**config.mk**
```make
export PLATFORM = sky130hd
export DESIGN_NAME = mac_qmgr
export DESIGN_NICKNAME = d
export VERILOG_FILES = /design/src/rtl/mac_qmgr.sv
export SDC_FILE = /design/constraint.sdc
export NUM_CORES = 1
export LEC_CHECK = 0
export CAP_MARGIN = 0
export CORE_ASPECT_RATIO = 0.75
export CORE_MARGIN = 8
export CORE_UTILIZATION = 41
export DETAILED_ROUTE_END_ITERATION = 10
export PLACE_DENSITY = 0.79
export SYNTH_ARGS = -nofsm -noshare
export SYNTH_HDL_FRONTEND = slang
export SYNTH_SLANG_ARGS = --single-unit
```
**constraint.sdc**
```tcl
create_clock -name app_clk -period 2.52 [get_ports app_clk]
set_input_delay 0.378 -clock app_clk [delete_from_list [all_inputs] [get_ports app_clk]]
set_output_delay 0.378 -clock app_clk [all_outputs]
set_load 0.005 [all_outputs]
```
**src/rtl/mac_qmgr.sv**
```systemverilog
// rtl/mac_qmgr.sv - descriptor queue occupancy manager with register block; MAC_QMGR_IRQ_EN adds thresholds, IMASK and irq
module mac_qmgr #(
    parameter int NCH = 2,
    parameter int QDW = 4,
    parameter int ADW = 10
) (
    input  logic                 app_clk,
    input  logic                 reset_n,
    input  logic                 reg_cs,
    input  logic                 reg_wr,
    input  logic [3:0]           reg_addr,
    input  logic [31:0]          reg_wdata,
    input  logic [3:0]           reg_be,
    output logic [31:0]          reg_rdata,
    output logic                 reg_ack,
    input  logic [NCH-1:0]       qcnt_inc,
    input  logic [NCH-1:0]       qcnt_dec,
    output logic [NCH*ADW-1:0]   qbase_addr,
    output logic [NCH*QDW-1:0]   qcnt,
    output logic [NCH-1:0]       q_empty,
    output logic [NCH-1:0]       q_full,
    output logic                 irq
);

    localparam logic [QDW-1:0] CNT_MAX = '1;

    logic             r_ack;
    logic [31:0]      r_rdata;
    logic [NCH-1:0]   r_en;
    logic [NCH-1:0]   r_ovf;
    logic [NCH-1:0]   r_unf;
    logic [QDW-1:0]   r_cnt  [NCH];
    logic [ADW-1:0]   r_base [NCH];
`ifdef MAC_QMGR_IRQ_EN
    logic [QDW-1:0]   r_thr  [NCH];
    logic [1:0]       r_imask;
    logic             r_irq;
    logic [NCH-1:0]   w_hit;
    logic [QDW-1:0]   w_thr_new [NCH];
`endif

    logic             w_acc;
    logic             w_wr;
    logic [31:0]      w_bmask;
    logic [31:0]      w_rmux;
    logic [NCH-1:0]   w_en_nxt;
    logic [NCH-1:0]   w_ovf_clr;
    logic [NCH-1:0]   w_unf_clr;
    logic [NCH-1:0]   w_ovf_set;
    logic [NCH-1:0]   w_unf_set;
    logic [NCH-1:0]   w_wr_qcfg;
    logic [QDW-1:0]   w_cnt_nxt  [NCH];
    logic [ADW-1:0]   w_base_new [NCH];
    logic             w_unused;

    // An access is taken only when ack is low, so held strobes complete every second cycle
    assign w_acc   = reg_cs & ~r_ack;
    assign w_wr    = w_acc & reg_wr;
    assign w_bmask = {{8{reg_be[3]}}, {8{reg_be[2]}}, {8{reg_be[1]}}, {8{reg_be[0]}}};

    assign w_en_nxt  = (w_wr && reg_addr == 4'h0 && reg_be[0]) ? reg_wdata[NCH-1:0] : r_en;
    assign w_ovf_clr = (w_wr && reg_addr == 4'h1 && reg_be[0]) ? reg_wdata[NCH-1:0] : '0;
    assign w_unf_clr = (w_wr && reg_addr == 4'h1 && reg_be[1]) ? reg_wdata[8 +: NCH] : '0;

    assign w_unused = &{1'b0, reg_wdata, reg_be};

    always_comb begin
        for (int c = 0; c < NCH; c++) begin
            w_wr_qcfg[c]  = w_wr && (reg_addr == 4'(2 + c));
            w_base_new[c] = (r_base[c] & ~w_bmask[ADW-1:0]) | (reg_wdata[ADW-1:0] & w_bmask[ADW-1:0]);
`ifdef MAC_QMGR_IRQ_EN
            w_thr_new[c]  = (r_thr[c] & ~w_bmask[16 +: QDW]) | (reg_wdata[16 +: QDW] & w_bmask[16 +: QDW]);
`endif
        end
    end

    // Flags follow the enable in force before this edge; a disable on this edge zeroes the count
    always_comb begin
        for (int c = 0; c < NCH; c++) begin
            w_cnt_nxt[c] = r_cnt[c];
            w_ovf_set[c] = 1'b0;
            w_unf_set[c] = 1'b0;
            if (r_en[c]) begin
                if (qcnt_inc[c] && !qcnt_dec[c]) begin
                    if (r_cnt[c] == CNT_MAX) w_ovf_set[c] = 1'b1;
                    else                     w_cnt_nxt[c] = r_cnt[c] + 1'b1;
                end else if (qcnt_dec[c] && !qcnt_inc[c]) begin
                    if (r_cnt[c] == '0) w_unf_set[c] = 1'b1;
                    else                w_cnt_nxt[c] = r_cnt[c] - 1'b1;
                end
            end
            if (!w_en_nxt[c]) w_cnt_nxt[c] = '0;
        end
    end

    always_comb begin
        w_rmux = '0;
        if (reg_addr == 4'h0) w_rmux[NCH-1:0] = r_en;
        if (reg_addr == 4'h1) begin
            w_rmux[NCH-1:0]  = r_ovf;
            w_rmux[8 +: NCH] = r_unf;
        end
`ifdef MAC_QMGR_IRQ_EN
        if (reg_addr == 4'hA) w_rmux[1:0] = r_imask;
`endif
        for (int c = 0; c < NCH; c++) begin
            if (reg_addr == 4'(2 + c)) begin
                w_rmux[ADW-1:0] = r_base[c];
`ifdef MAC_QMGR_IRQ_EN
                w_rmux[16 +: QDW] = r_thr[c];
`endif
            end
            if (reg_addr == 4'(6 + c)) w_rmux[QDW-1:0] = r_cnt[c];
        end
    end

`ifdef MAC_QMGR_IRQ_EN
    always_comb begin
        for (int c = 0; c < NCH; c++)
            w_hit[c] = r_en[c] && (r_thr[c] != '0) && (r_cnt[c] >= r_thr[c]);
    end
`endif

    always_ff @(posedge app_clk or negedge reset_n) begin
        if (!reset_n) begin
            r_ack   <= 1'b0;
            r_rdata <= '0;
            r_en    <= '0;
            r_ovf   <= '0;
            r_unf   <= '0;
            for (int c = 0; c < NCH; c++) begin
                r_cnt[c]  <= '0;
                r_base[c] <= '0;
`ifdef MAC_QMGR_IRQ_EN
                r_thr[c]  <= '0;
`endif
            end
`ifdef MAC_QMGR_IRQ_EN
            r_imask <= '0;
            r_irq   <= 1'b0;
`endif
        end else begin
            r_ack <= w_acc;
            if (w_acc) r_rdata <= reg_wr ? 32'h0 : w_rmux;
            r_en  <= w_en_nxt;
            r_ovf <= (r_ovf & ~w_ovf_clr) | w_ovf_set;
            r_unf <= (r_unf & ~w_unf_clr) | w_unf_set;
            for (int c = 0; c < NCH; c++) begin
                r_cnt[c] <= w_cnt_nxt[c];
                if (w_wr_qcfg[c]) begin
                    r_base[c] <= w_base_new[c];
`ifdef MAC_QMGR_IRQ_EN
                    r_thr[c]  <= w_thr_new[c];
`endif
                end
            end
`ifdef MAC_QMGR_IRQ_EN
            if (w_wr && reg_addr == 4'hA && reg_be[0]) r_imask <= reg_wdata[1:0];
            r_irq <= (r_imask[0] & (|w_hit)) | (r_imask[1] & ((|r_ovf) | (|r_unf)));
`endif
        end
    end

    assign reg_ack   = r_ack;
    assign reg_rdata = r_rdata;
`ifdef MAC_QMGR_IRQ_EN
    assign irq = r_irq;
`else
    assign irq = 1'b0;
`endif

    always_comb begin
        for (int c = 0; c < NCH; c++) begin
            qbase_addr[c*ADW +: ADW] = r_base[c];
            qcnt[c*QDW +: QDW]       = r_cnt[c];
            q_empty[c]               = (r_cnt[c] == '0);
            q_full[c]                = (r_cnt[c] == CNT_MAX);
        end
    end

endmodule

```
Word-level counts from Yosys, hierarchy flattened
Index checks and enable logic that the tools add are counted.

Bits in registers: 67. Input port bits: 48. Word-level logic and storage cells: 100.

Add/sub/neg operators: 4. Equal/unequal tests: 15. Multiplexer cells: 37. Bitwise logic cells: 15. Reductions and logical operators: 20.

Operators by type and width (number): $mux 4 (14); $and 10x10->10 (3); $mux 10 (3); $or 10x10->10 (2); $mux 1 (14); $logic_not 4->1 (3); $mux 2 (6); $logic_and 1x1->1 (11); $not 10->10 (1); $add 4x1->4 const B (2); $eq 4x2->1 const B (2); $eq 4x3->1 const B (2); $eq 4x4->1 const B (2); $reduce_and 4->1 (2); $sub 4x1->4 const B (2); $ne 3x1->1 const B (2); $ne 3x2->1 const B (2); $ne 3x3->1 const B (2); $and 2x2->2 (2); $eq 4x1->1 const B (1); $logic_not 1->1 (4); $ne 2x2->1 const B (2); $not 2->2 (2); $or 2x2->2 (2); 2 further kinds (3).

Depth between registers and ports, before layout
Depth in word-level cells: 9. Mapped depth: 6.

Least setup slack after synthesis
OpenSTA, ideal clock, no wires.

Path kind: input -> register. From: input qcnt_dec[0]. To: register r_cnt, in the netlist qcnt[3]. Library setup time: 0.119 ns. Arrival: 1.786 ns. Data required time: 2.401 ns. Slack: 0.615 ns. Cell stages on the path: 6. Path through: nand2b_1 > ha_1 > a21o_1 > a2111oi_0 > nor3_1 > o21ba_1.

Word-level cells in the longest chain between the ends: 5.

Ends and longest elaborated chain: start: declaration (RTL line 17) `input logic [NCH-1:0] qcnt_dec,`; $logic_not 1->1 (RTL line 84) `if (qcnt_inc[c] && !qcnt_dec[c]) begin`; $logic_and 1x1->1 (RTL line 84); $mux 4 (RTL line 84); $mux 4 (RTL line 83) `if (r_en[c]) begin`; $mux 4 (RTL line 92) `if (!w_en_nxt[c]) w_cnt_nxt[c] = '0;`; end signal: indexed assignment (RTL line 149) `r_cnt[c] <= w_cnt_nxt[c];`; end: declaration (RTL line 32) `logic [QDW-1:0] r_cnt [NCH];`.

Several ways; a longest one is shown, not always the timed one. The select of a mux whose other input is x is not followed. A chain may end at the register's enable or synchronous reset.

Worst setup path after layout
From: register r_cnt, in the netlist qcnt[7]. To: output q_empty[1].

Word-level cells in the longest chain between the ends: 1.

Ends and longest elaborated chain: $logic_not 4->1 (RTL line 176) `q_empty[c] = (r_cnt[c] == '0);`; end: declaration (RTL line 20) `output logic [NCH-1:0] q_empty,`.

No other way between the ends.

==> results_dict.tcl <==
set metrics [dict create \
    setup_viol 0 \
    row_count 25 \
    maxSlewViolCount 0 \
    syn_avg_cell_area_sq_um 10.2 \
    diodes 0 \
    crit_required_ns 2.14 \
    multiInputGateArea_sq_um 1270 \
    drv_cap 0 \
    ctsHoldBuffers 0 \
    grt_first_pass_wirelength_mm 11.1 \
    drc 0 \
    seq_area_sq_um 1130 \
    coreArea_sq_um 6190 \
    clkPwrFrac 0.333 \
    seq_power_share 0.485 \
    clk_latency_ns 0.30 \
    internal_power_mw 1.28 \
    cp-end-kind "primary output" \
    cts_buffers 5 \
    start_kind "flip-flop" \
    ys_async_sr_fraction 1.00 \
    netlist.area_leader.share 0.436 \
    crit_arrival_ns 1.89 \
    max_slew_margin 0.323 \
    die_x_um 108 \
    routed_wl_mm 6.85 \
    post-route-min-period_ns 2.27 \
    tightest_slew_ns 1.02 \
    vias 2143 \
    run_status "complete, no violations" \
    power.leakage_nw 1.53 \
    portBuffers 66 \
    rsz0062_at_grt "no" \
    power_mw 1.71 \
    numClockSinks 45 \
    syn-cell-area_sq_um 2580 \
    root_buffer "clkbuf_8" \
    clockBufferDepth 2 \
    holdWs_ns 0.246 \
    mostFrequentLayoutCells "clkdlybuf4s50_1, dfrtp_1, conb_1" \
    ys_seq_elements 45 \
    synth-main-ff-cell "dfrtp_1" \
    area_delta_synth_final_pct 33.0 \
    comb_power_share 0.182 \
    cts_tree "done" \
    min_period_over_period 0.902 \
    final.setup.tns_ns 0 \
    dp_hpwl_mm 5.40 \
    yosysUniqueCellTypes 49 \
    critPathKind "flip-flop to primary output" \
    fp.dieH_um 84.8 \
    drt_first_iter_violations 109 \
    cp_max_fo 5 \
    grt_pass1_vias 2197 \
    cts-htree-levels 2 \
    final_common_cell "clkdlybuf4s50_1" \
    place_area_sq_um 3320 \
    ir_drop_mv 0.264 \
    clk_pin_slew_ns 0.08 \
    p_per_area_nw_per_um2 498 \
    io_pins 114 \
    drive_gt1_frac 0.160 \
    dp_slack_ns -0.0539 \
    wl_per_cell_um 16.6 \
    netSwitchingFraction 0.252 \
    p_sw_mw 0.432 \
    grt_overflow_total 0 \
    post-synth-top-area-cell "dfrtp_1" \
    timing.fmax_mhz 440 \
    cts_setup_buffers 0 \
    final_net_count 384 \
    dieArea_sq_um 9120 \
    synth_edf_count 0 \
    drtAntennaViolNets 0 \
    place_congestion 0.852 \
    setup_slack_ns 0.248 \
    nFillCells 585 \
    dr.pass1.iters 4 \
    antenna_found_initial 0 \
    grt_use_total 0.153 \
    hold_violations 0 \
    vias_per_cell 5.20 \
    grt_max_degree 46 \
    synth_warnings 0 \
    hp-class "input port to asynchronous set/reset pin" \
    synth-seq-area-share 0.436 \
    skew_ns 0.00813 \
    start_util 0.417 \
    synth_area_leaders "dfrtp_1, mux2_2, buf_4, nand2_1, a21oi_1" \
    final_area_sq_um 3440 \
    ctsResizeCount 0 \
    synth_cells 253 \
]
## final cells by class
type | instances | area share
multi-input cells | 184 | 0.371
flip-flops and latches | 45 | 0.328
repair buffers | 80 | 0.221
well taps | 81 | 0.0295
clock buffers | 6 | 0.0240
inverters | 14 | 0.0153
clock inverters | 2 | 0.0109
## kinds of logic (layout without fill, tap and decap cells)
kind of cell / Yosys count / after routing / share of synthesized area
simple gates: 72 / 72 / 0.163
compound gates: 55 / 55 / 0.144
buf+inv: 46 / 102 / 0.103
flops: 45 / 45 / 0.436
mux: 26 / 26 / 0.111
fa+ha+maj: 6 / 6 / 0.0349
xor+xnor: 2 / 2 / 0.00678
other cells: 1 / 23 / 0.00145
## critical path, stage by stage, from the launching register on
cell and delay (ns):
dfrtp_1 0.43, nor4_2 0.55, clkdlybuf4s50_1 0.61
## synthesized netlist by cell type (2+ instances only)
cell type / number
o21a_1: 2
xnor2_1: 2
nand2b_1: 6
or3b_1: 3
nor2_1: 12
dfrtp_1: 45
o21ai_1: 3
mux2i_1: 4
nand3_1: 9
nor2_2: 2
a21oi_1: 11
fa_1: 2
clkbuf_1: 4
o22ai_1: 5
nor3_1: 7
buf_4: 23
nor4_2: 2
a22oi_1: 4
o41ai_1: 2
or3_1: 2
mux2_2: 22
nand3b_1: 3
o21ai_0: 10
nand2_1: 15
buf_2: 4
inv_1: 14
ha_1: 4
a2111oi_0: 2
a311oi_1: 2
o21ba_1: 2
nand4b_1: 2
o22a_1: 3
o2bb2ai_1: 4
## metrics by stage
| stage | util | cells |
|---|---|---|
| 2_1_floorplan | - | 275 |
| 3_3_place_gp | 0.535 | 404 |
| 3_5_place_dp | 0.535 | 404 |
| 4_1_cts | 0.555 | 412 |
| 5_1_grt | 0.555 | 412 |
| 6_report | 0.555 | 412 |
## path summary, 6_finish.rpt
| kind | start | endpoint | slack, ns | cells after the start |
|---|---|---|---|---|
| worst max-delay path | qcnt[7]$_DFFE_PN0P_ | q_empty[1] | 0.25 | 2 |
| worst min-delay path | reset_n | reg_rdata[8]$_DFFE_PN0N_ | 0.25 | 1 |
| worst max register to register | qcnt[1]$_DFFE_PN0P_ | qcnt[3]$_DFFE_PN0P_ | 0.50 | 6 |
| worst min register to register | reg_rdata[6]$_DFFE_PN0N_ | reg_rdata[6]$_DFFE_PN0N_ | 0.49 | 2 |
| max in group asynchronous | reset_n | asynchronous set/reset pin | 1.64 | 1 |
| min in group app_clk | reg_rdata[6]$_DFFE_PN0N_ | reg_rdata[6]$_DFFE_PN0N_ | 0.49 | 2 |
## power groups by stage
stage	clock network (mW)	registers (mW)	logic [mW]
finish	0.570	0.831	0.311
global route	0.619	0.840	0.343
CTS	0.586	0.831	0.314
detailed placement	0	0.846	0.312
global placement	0	0.844	0.303
floorplan	0	0.829	0.162
## metal layers
layer  global-route usage  vias to the layer above  part of all wire
met4               0.0528                        0             0.014
met3               0.0497                       12             0.081
met1                0.185                     1035              0.43
met2                0.248                       72              0.48
li1                     -                     1024                 -
met5                    0                        -                 0
Power figures use the tool's default switching activity.
